**src/rtl/alarm_pkg.sv**
```systemverilog
// Shared definitions for the alarm controller.
// Holds the controller state enum and the time-field widths used by the
// time-of-day counters, the alarm hour/minute counters and alarm_ctrl.
package alarm_pkg;

  localparam int HOUR_W = 5;
  localparam int MIN_W  = 6;
  localparam int SEC_W  = 6;

  typedef enum logic [2:0] {
    IDLE,
    SET_HOUR,
    SET_MIN,
    ARMED,
    RINGING,
    SNOOZE
  } alarm_state_t;

endpackage

```
**src/rtl/alarm_sec_timer.sv**
```systemverilog
// Saturating tick counter used for the ring and snooze intervals.
// Ports:
//   clock, reset_n : system clock, asynchronous active-low reset
//   clear          : synchronous return to zero (dominates tick)
//   tick           : count enable, one pulse per second while timing
//   done           : high on the tick that completes TERMINAL ticks
module alarm_sec_timer
  import alarm_pkg::*;
#(
  parameter int TERMINAL = 60
) (
  input  logic clock,
  input  logic reset_n,
  input  logic clear,
  input  logic tick,
  output logic done
);

  localparam int W = (TERMINAL > 1) ? $clog2(TERMINAL) : 1;
  localparam logic [W-1:0] LAST = W'(TERMINAL - 1);

  logic [W-1:0] count;

  assign done = tick && (count == LAST);

  // Count ticks from zero and hold at the last value instead of wrapping;
  // the owner leaves the timed state on done and clears us on re-entry.
  always_ff @(posedge clock or negedge reset_n) begin
    if (!reset_n) begin
      count <= '0;
    end else if (clear) begin
      count <= '0;
    end else if (tick && (count != LAST)) begin
      count <= count + 1'b1;
    end
  end

endmodule

```
**src/rtl/alarm_ctrl.sv**
```systemverilog
// Alarm controller: walks the alarm hour/minute setting sequence from the
// mode/increment buttons, detects the alarm time, and runs the buzzer with
// timed ringing, limited snoozes and disarm.
// Ports:
//   clock, reset_n            : system clock, asynchronous active-low reset
//   tick_1hz                  : one-cycle pulse per second
//   btn_mode/btn_inc/btn_stop : debounced one-cycle button pulses
//   time_hour/min/sec         : running time of day
//   alarm_hour/min            : stored alarm time from the alarm counters
//   setting_*/enable_*        : control of the alarm hour/minute counters
//   buzzer                    : sound enable while ringing
//   armed                     : alarm active (ARMED, RINGING or SNOOZE)
//   snooze_active             : snooze interval running
module alarm_ctrl
  import alarm_pkg::*;
#(
  parameter int RING_SECS   = 60,
  parameter int SNOOZE_MINS = 5,
  parameter int MAX_SNOOZE  = 3
) (
  input  logic              clock,
  input  logic              reset_n,
  input  logic              tick_1hz,
  input  logic              btn_mode,
  input  logic              btn_inc,
  input  logic              btn_stop,
  input  logic [HOUR_W-1:0] time_hour,
  input  logic [MIN_W-1:0]  time_min,
  input  logic [SEC_W-1:0]  time_sec,
  input  logic [HOUR_W-1:0] alarm_hour,
  input  logic [MIN_W-1:0]  alarm_min,
  output logic              setting_hour,
  output logic              enable_hour,
  output logic              setting_min,
  output logic              enable_min,
  output logic              buzzer,
  output logic              armed,
  output logic              snooze_active
);

  localparam int SNZ_SECS = SNOOZE_MINS * 60;
  localparam int SCNT_W   = (MAX_SNOOZE > 0) ? $clog2(MAX_SNOOZE + 1) : 1;
  localparam logic [SCNT_W-1:0] SNOOZE_LIMIT = SCNT_W'(MAX_SNOOZE);

  alarm_state_t      state, next_state;
  logic              match, match_q, trigger;
  logic [SCNT_W-1:0] snooze_cnt;
  logic              snooze_clear, snooze_inc;
  logic              ring_clear, snz_clear, ring_done, snz_done;
  logic              ring_tick, snz_tick;

  assign match   = (time_hour == alarm_hour) && (time_min == alarm_min) &&
                   (time_sec == '0);
  assign trigger = match && !match_q;

  assign ring_tick = tick_1hz && (state == RINGING);
  assign snz_tick  = tick_1hz && (state == SNOOZE);

  alarm_sec_timer #(.TERMINAL(RING_SECS)) u_ring_timer (
    .clock   (clock),
    .reset_n (reset_n),
    .clear   (ring_clear),
    .tick    (ring_tick),
    .done    (ring_done)
  );

  alarm_sec_timer #(.TERMINAL(SNZ_SECS)) u_snooze_timer (
    .clock   (clock),
    .reset_n (reset_n),
    .clear   (snz_clear),
    .tick    (snz_tick),
    .done    (snz_done)
  );

  // State register plus the previous-cycle match flag. match_q resets high
  // so a matching time present at reset release is not seen as an edge.
  always_ff @(posedge clock or negedge reset_n) begin
    if (!reset_n) begin
      state   <= IDLE;
      match_q <= 1'b1;
    end else begin
      state   <= next_state;
      match_q <= match;
    end
  end

  // Snoozes used in the current alarm event; saturates at the limit.
  always_ff @(posedge clock or negedge reset_n) begin
    if (!reset_n) begin
      snooze_cnt <= '0;
    end else if (snooze_clear) begin
      snooze_cnt <= '0;
    end else if (snooze_inc && (snooze_cnt != SNOOZE_LIMIT)) begin
      snooze_cnt <= snooze_cnt + 1'b1;
    end
  end

  // Next-state logic. Buttons are tested in priority order mode > stop >
  // inc > timer events; a button that has no effect in the current state
  // (including inc once the snooze limit is reached) does not mask a
  // lower-priority event.
  always_comb begin
    next_state   = state;
    ring_clear   = 1'b0;
    snz_clear    = 1'b0;
    snooze_inc   = 1'b0;
    snooze_clear = 1'b0;
    case (state)
      IDLE: begin
        if (btn_mode) next_state = SET_HOUR;
      end
      SET_HOUR: begin
        if (btn_mode) next_state = SET_MIN;
      end
      SET_MIN: begin
        if (btn_mode) next_state = ARMED;
      end
      ARMED: begin
        if (btn_mode) begin
          next_state = IDLE;
        end else if (trigger) begin
          next_state = RINGING;
          ring_clear = 1'b1;
        end
      end
      RINGING: begin
        if (btn_mode) begin
          next_state = IDLE;
        end else if (btn_stop) begin
          next_state = ARMED;
        end else if (btn_inc && (snooze_cnt < SNOOZE_LIMIT)) begin
          next_state = SNOOZE;
          snz_clear  = 1'b1;
        end else if (ring_done) begin
          next_state = ARMED;
        end
      end
      SNOOZE: begin
        if (btn_mode) begin
          next_state = IDLE;
        end else if (btn_stop) begin
          next_state = ARMED;
        end else if (snz_done) begin
          next_state = RINGING;
          ring_clear = 1'b1;
          snooze_inc = 1'b1;
        end
      end
      default: next_state = IDLE;
    endcase
    // Any arrival in ARMED or IDLE starts a fresh alarm event.
    if ((next_state != state) && ((next_state == ARMED) || (next_state == IDLE)))
      snooze_clear = 1'b1;
  end

  // Moore decodes of the state register.
  assign setting_hour  = (state == SET_HOUR);
  assign setting_min   = (state == SET_MIN);
  assign buzzer        = (state == RINGING);
  assign snooze_active = (state == SNOOZE);
  assign armed         = (state == ARMED) || (state == RINGING) || (state == SNOOZE);

  // Counter increments follow btn_inc in the same cycle, suppressed when
  // btn_mode wins the cycle and moves on to the next field.
  assign enable_hour = setting_hour && btn_inc && !btn_mode;
  assign enable_min  = setting_min && btn_inc && !btn_mode;

endmodule

```
**config.mk**
```make
export PLATFORM = sky130hd
export DESIGN_NAME = alarm_ctrl
export DESIGN_NICKNAME = d
export VERILOG_FILES = /design/src/rtl/alarm_pkg.sv /design/src/rtl/alarm_sec_timer.sv /design/src/rtl/alarm_ctrl.sv
export SDC_FILE = /design/constraint.sdc
export NUM_CORES = 1
export LEC_CHECK = 0
export CORE_AREA = 4 4 64 66
export CTS_CLUSTER_SIZE = 14
export DETAILED_ROUTE_END_ITERATION = 8
export DIE_AREA = 0 0 68 70
export PLACE_DENSITY_LB_ADDON = 0.15
export SLEW_MARGIN = 15
export SYNTH_ARGS = -nofsm -noshare
export SYNTH_HDL_FRONTEND = slang
export SYNTH_HIERARCHICAL = 1
export SYNTH_SLANG_ARGS = --single-unit
```
**constraint.sdc**
```tcl
create_clock -name clock -period 3.3 [get_ports clock]
set_input_delay 0.495 -clock clock [delete_from_list [all_inputs] [get_ports clock]]
set_output_delay 0.495 -clock clock [all_outputs]
set_load 0.02 [all_outputs]
```
* Word level (Yosys, flattened, before mapping)
Index checks and enable logic that the tools add are counted.
** Storage, ports and cells
- Bits in registers :: 21
- Latch bits :: 0
- Bits in writable memories :: 0
- Memory bits (read-only) :: 0
- Output and inout port bits :: 7
- Memories kept :: 0
** Cells by class
- Add/sub/neg operators :: 3
- $mul :: 0
- Div/mod/pow operators :: 0
- Order comparisons :: 1
- Equality and inequality tests :: 14
- Shift operators :: 0
- Muxes and demuxes :: 31
- Bitwise gates (word level) :: 0
- Reductions and logical operators :: 27
** Operators with widths (count)
- $mux W3 :: 12
- $mux W9 :: 2
- $pmux W3 S6 :: 1
- $logic_and A1 B1 Y1 :: 16
- $mux W6 :: 2
- $mux W1 :: 11
- $add A9 B1 Y9 const B :: 1
- $eq A3 B2 Y1 const B :: 3
- $eq A9 B9 Y1 const B :: 1
- $ne A9 B9 Y1 const B :: 1
- $add A6 B1 Y6 const B :: 1
- $eq A3 B3 Y1 const B :: 2
- $eq A6 B6 Y1 :: 1
- $eq A6 B6 Y1 const B :: 1
- $logic_not A3 Y1 :: 2
- $logic_not A6 Y1 :: 1
- $ne A6 B6 Y1 const B :: 1
- $reduce_bool A2 Y1 :: 3
- $eq A5 B5 Y1 :: 1
- $mux W2 :: 2
- $eq A3 B1 Y1 const B :: 1
- $logic_or A1 B1 Y1 :: 3
- $ne A3 B3 Y1 :: 1
- $add A2 B1 Y2 const B :: 1
- 4 further kinds :: 5

* Longest topological paths before layout
- Depth in word-level cells :: 13
- Mapped depth :: 12
- Depth with buffers taken out :: 9

* By module
The synthesis kept the hierarchy.
** By module, submodules not included
- alarm_ctrl :: times used 1, cells each 86, area each 691.9 sq um, sequential area each 151.4 sq um
- alarm_sec_timer at u_snooze_timer :: times used 1, cells each 51, area each 499.2 sq um, sequential area each 225.2 sq um
- alarm_sec_timer at u_ring_timer :: times used 1, cells each 37, area each 356.6 sq um, sequential area each 150.1 sq um

* Least setup slack after synthesis
No wires, ideal clock.
- Path kind :: reg2reg
- Start :: register state[2]
- End :: register snooze_cnt[0]
- Arrival :: 2435 ps
- Path slack :: 742 ps
- Cell stages (with the launch flop) :: 12
- Path buffers :: 2
- Clock period less this slack :: 2558 ps
- Cells stage by stage :: dfrtp_1 -> clkbuf_1 -> nor3b_1 -> and2_1 -> buf_2 -> nand2_1 -> nor2b_1 -> nand2b_1 -> o21ai_0 -> o211ai_1 -> a21oi_1 -> nor2_1
** On the way
- Longest elaborated chain between the ends :: 13
- Elaborated cells on any way between the ends :: 36
** Ends and longest elaborated chain
- start: declaration :: RTL line alarm_ctrl.sv:45 : alarm_state_t state, next_state;
- start signal: assignment :: RTL line alarm_ctrl.sv:82 : state <= next_state;
- $eq A3 B3 Y1 *
- net buzzer :: RTL line alarm_ctrl.sv:36 : output logic buzzer,
- $logic_and A1 B1 Y1 * :: RTL line alarm_ctrl.sv:56 : assign ring_tick = tick_1hz && (state == RINGING);
- net ring_tick :: RTL line alarm_ctrl.sv:50 : logic ring_tick, snz_tick;
- $logic_and A1 B1 Y1 * :: RTL line alarm_sec_timer.sv:24 : assign done = tick && (count == LAST);
- net ring_done :: RTL line alarm_ctrl.sv:49 : logic ring_clear, snz_clear, ring_done, snz_done;
- $mux W3 * :: RTL line alarm_ctrl.sv:134 : end else if (ring_done) begin
- $mux W3 * :: RTL line alarm_ctrl.sv:131 : end else if (btn_inc && (snooze_cnt < SNOOZE_LIMIT)) begin
- $mux W3 * :: RTL line alarm_ctrl.sv:129 : end else if (btn_stop) begin
- $mux W3 * :: RTL line alarm_ctrl.sv:127 : if (btn_mode) begin
- $pmux W3 S6 * :: RTL line alarm_ctrl.sv:108 : case (state)
- $eq A3 B2 Y1 or $logic_not A3 Y1 (tied branches) :: RTL line alarm_ctrl.sv:152 : if ((next_state != state) && ((next_state == ARMED) || (next_state == IDLE)))
- $logic_or A1 B1 Y1 :: RTL line alarm_ctrl.sv:152
- $logic_and A1 B1 Y1 * :: RTL line alarm_ctrl.sv:152
- $mux W1 * :: RTL line alarm_ctrl.sv:152
- $mux W2 or $reduce_bool A2 Y1 (tied branches)
- end signal: assignment :: RTL line alarm_ctrl.sv:94 : snooze_cnt <= snooze_cnt + 1'b1;
- end: declaration :: RTL line alarm_ctrl.sv:47 : logic [SCNT_W-1:0] snooze_cnt;
Mark *: on every way through the listed nets, which the timed path passes. The rest lies on a longest branch.
A chain may end at the register's enable or synchronous reset.

* Worst setup path after layout
- Start :: register state[0]
- End :: register snooze_cnt[0]
** On the way
- Longest elaborated chain between the ends :: 13
- Elaborated cells on any way between the ends :: 36
** Ends and longest elaborated chain (RTL line)
- $eq A3 B3 Y1 * :: alarm_ctrl.sv:56
- $logic_and A1 B1 Y1 * :: alarm_ctrl.sv:56
- net ring_tick :: alarm_ctrl.sv:50
- $logic_and A1 B1 Y1 * :: alarm_sec_timer.sv:24
- net ring_done :: alarm_ctrl.sv:49
- $mux W3 * :: alarm_ctrl.sv:134
- $mux W3 * :: alarm_ctrl.sv:131
- $mux W3 * :: alarm_ctrl.sv:129
- $mux W3 * :: alarm_ctrl.sv:127
- $pmux W3 S6 * :: alarm_ctrl.sv:108
- $eq A3 B2 Y1 or $logic_not A3 Y1 (tied branches) :: alarm_ctrl.sv:152
- $logic_or A1 B1 Y1 :: alarm_ctrl.sv:152
- $logic_and A1 B1 Y1 * :: alarm_ctrl.sv:152
- $mux W1 * :: alarm_ctrl.sv:152
- $mux W2 or $reduce_bool A2 Y1 (tied branches)
Marked as above.

==> impl_metrics.json <==
{
  "status": "completed",
  "synth_area_leaders": "dfrtp_1 32%, nor2_1 3.6%, xor2_1 3.4%",
  "synth_compound_area_frac": 0.176,
  "yosysTopAreaCellShare": 0.323,
  "slew_viol_final": 0,
  "synth-warning-count": 6,
  "pwr_density_cell_nw_per_um2": 340,
  "synth_seq_cells": 21,
  "setup_viol": 0,
  "cts_tree": "yes",
  "fp.dieH_um": 70,
  "power_frac_comb": 0.361,
  "yosysTopAreaCell": "dfrtp_1",
  "synthFlopType": "dfrtp_1",
  "cts-root-buf": "clkbuf_4",
  "post-route-drc-count": 0,
  "grt_pass1_wl_um": 6550,
  "crit_chain": "nor3b_1 > and2_1 > nand2_1 > nor2b_1 > nand2b_1 > o21ai_0 > o211ai_1 > a21oi_1 > nor2_1",
  "crit_type": "flip-flop to flip-flop",
  "p_leak_nw": 0.782,
  "clk_latency_ps": 310,
  "syn-num-nets": 211,
  "max_cap_violations": 0,
  "initial_utilization": 0.433,
  "wl_per_cell_um": 14.5,
  "peakVddDrop_uv": 234,
  "final_layout_size_suffix_gt1_frac": 0.0566,
  "crit_path_start_kind": "flip-flop",
  "endpoint_kind": "flip-flop",
  "tns_ps": 0,
  "crit_path_max_incr_delay_ps": 550,
  "synth-adder-area-share": 0.0243,
  "drtIter0Drc": 107,
  "area_growth_pct": 30.1,
  "vias": 1445,
  "muxShareOfSynthArea": 0.0202,
  "reg2reg_depth": 9,
  "grt_max_degree": 22,
  "final_net_count": 250,
  "rr_endpoint": "snooze_cnt[0]",
  "dpl_cell_area_um2": 1990,
  "core-area_um2": 3580,
  "ios": 41,
  "synth_cells": 174,
  "worstPathRequired_ps": 3480,
  "rsz0062_at_grt": "false",
  "cp_num_buf_inv": 0,
  "finalCritPeriodShare": 0.845,
  "swShare": 0.357,
  "timing.rr.start": "state[0]",
  "tightest_slew_ps": 935,
  "final_area_um2": 2010,
  "antenna_cells": 0,
  "io_buffer_count": 40,
  "track_usage": 0.174,
  "place.gp.congestion": 0.860,
  "first_pass_iters": 4,
  "reg2reg_setup_slack_ps": 510,
  "hold_path.class": "flip-flop to flip-flop",
  "critPathSlowestCell": "dfrtp_1",
  "postCtsHoldBufs": 0,
  "antenna_found_initial": 0,
  "hold_path_startpoint": "u_snooze_timer/count[8]",
  "clock.fmax_mhz": 359,
  "holdPathEnd": "u_snooze_timer/count[8]",
  "avgSynthCellArea_um2": 8.90,
  "cts_sinks": 21,
  "synth-async-reset-ratio": 1.00,
  "p_seq_frac": 0.452,
  "crit_family": "simple AND/OR/NAND/NOR gates",
  "htree_levels": 1,
  "synth_edf_count": 0,
  "rows": 22,
  "vias_per_cell": 5.56,
  "p_clk_frac": 0.188,
  "synth-xor-area-share": 0.0622,
  "post_cts_buffers": 0,
  "die_w_um": 68,
  "hold_depth": 2,
  "slew_headroom": 0.375,
  "ant_nets": 0,
  "gr-total-overflow": 0,
  "synth_most_common_cell": "dfrtp_1",
  "grt_pass1_vias": 1465,
  "min_period_ps": 2790,
  "ctsResizeCount": 0,
  "synthTopCellsByCount": "20 x dfrtp_1, 15 x nor2_1, 11 x nand2_1",
  "syn_area_um2": 1550,
  "yosys.area_share.simple": 0.334,
  "p_sw_mw": 0.245,
  "dp_hpwl_um": 3070,
  "yosys.cell_types.count": 54,
  "cts_made_buffers": 3,
  "worstPathArrival_ps": 2970,
  "clk_pin_slew_ps": 130,
  "skew_ps": 16.5,
  "yosysSeqAreaShare": 0.340,
  "hold_viol_final": 0,
  "drt_wl_total_um": 3780,
  "clockBufferDepth": 2,
  "crit_path_max_fanout": 14,
  "dieArea_um2": 4760,
  "synth_top_family_by_area": "simple AND/OR/NAND/NOR gates",
  "internal_power_mw": 0.440
}
[cell usage in the layout (no fill, tap or decap), types with 4 or more instances in the layout]
master           count
nand2_1             11
clkdlybuf4s50_1     40
nand3_1              4
o21ai_0              6
nand2b_1             8
nor2b_1              4
a21oi_1              9
dfrtp_1             20
inv_1                8
nor2_1              15
xnor2_1              5
nand4_1              4
nor3b_1              4
xor2_1               6
[layer usage]
layer  up-vias  global-route usage  share of wire
li1        715                   -              -
met1       699               0.215           0.41
met2        29               0.309           0.55
met3         2              0.0354          0.031
met4         0              0.0265         0.0048
met5         -                   0              0
[power groups by stage]
stage	registers [mW]	clock network, mW	logic [mW]
3_5_place_dp	0.313	0	0.249
4_1_cts	0.308	0.133	0.249
6_report	0.309	0.129	0.247
2_1_floorplan	0.283	0	0.162
3_3_place_gp	0.312	0	0.241
5_1_grt	0.312	0.141	0.271
[state kept, by name (all words and copies together) (netlist names)]
register	count
u_snooze_timer/count	9
u_ring_timer/count	6
state	3
match_q	1
snooze_cnt	2
[metrics by stage]
stage          setup WS (ps)  std cells  total power, mW   util  hold slack, ps
2_1_floorplan            742        174            0.445      -             199
3_3_place_gp             375        256            0.553  0.555             513
3_5_place_dp             234        256            0.561  0.555             551
4_1_cts                  545        260            0.690  0.563             569
5_1_grt                  341        260            0.725  0.563             590
6_report                 511        260            0.685  0.563             568
[worst register-to-register path, delay by kind of cell, from the launching register on]
family,cells,cell delay [ps]
simple gates,6,1450
compound gates,3,660
flops,1,550
[logic make-up after synthesis]
kind of cell | Yosys count
and+or+nand+nor | 79
AOI/OAI and AO/OA | 40
xor gates and xnor gates | 11
DFF | 21
buffers and inverters | 17
adders and majority gates | 3
muxes | 3
[worst max-delay path by stage]
| stage | start | endpoint | slack, ps | cells after the start |
|---|---|---|---|---|
| after floorplan | state[2] | snooze_cnt[0] | 740 | 11 |
| after global placement | time_sec[1] | u_ring_timer/count[1] | 370 | 8 |
| after detailed placement | time_sec[1] | u_ring_timer/count[1] | 230 | 8 |
| after CTS | state[0] | snooze_cnt[1] | 540 | 9 |
| after global routing | state[0] | snooze_cnt[1] | 340 | 9 |
| final | state[0] | snooze_cnt[0] | 510 | 9 |
[final cells by class]
cell class	count	area, um2
clock buffers	4	26.3
well taps	48	60.1
inverters	10	37.5
fillers	318	1570
flip-flops and latches	21	527
repair buffers	41	408
multi-input cells	136	955
Note: power is estimated with default switching activity, not from simulation.
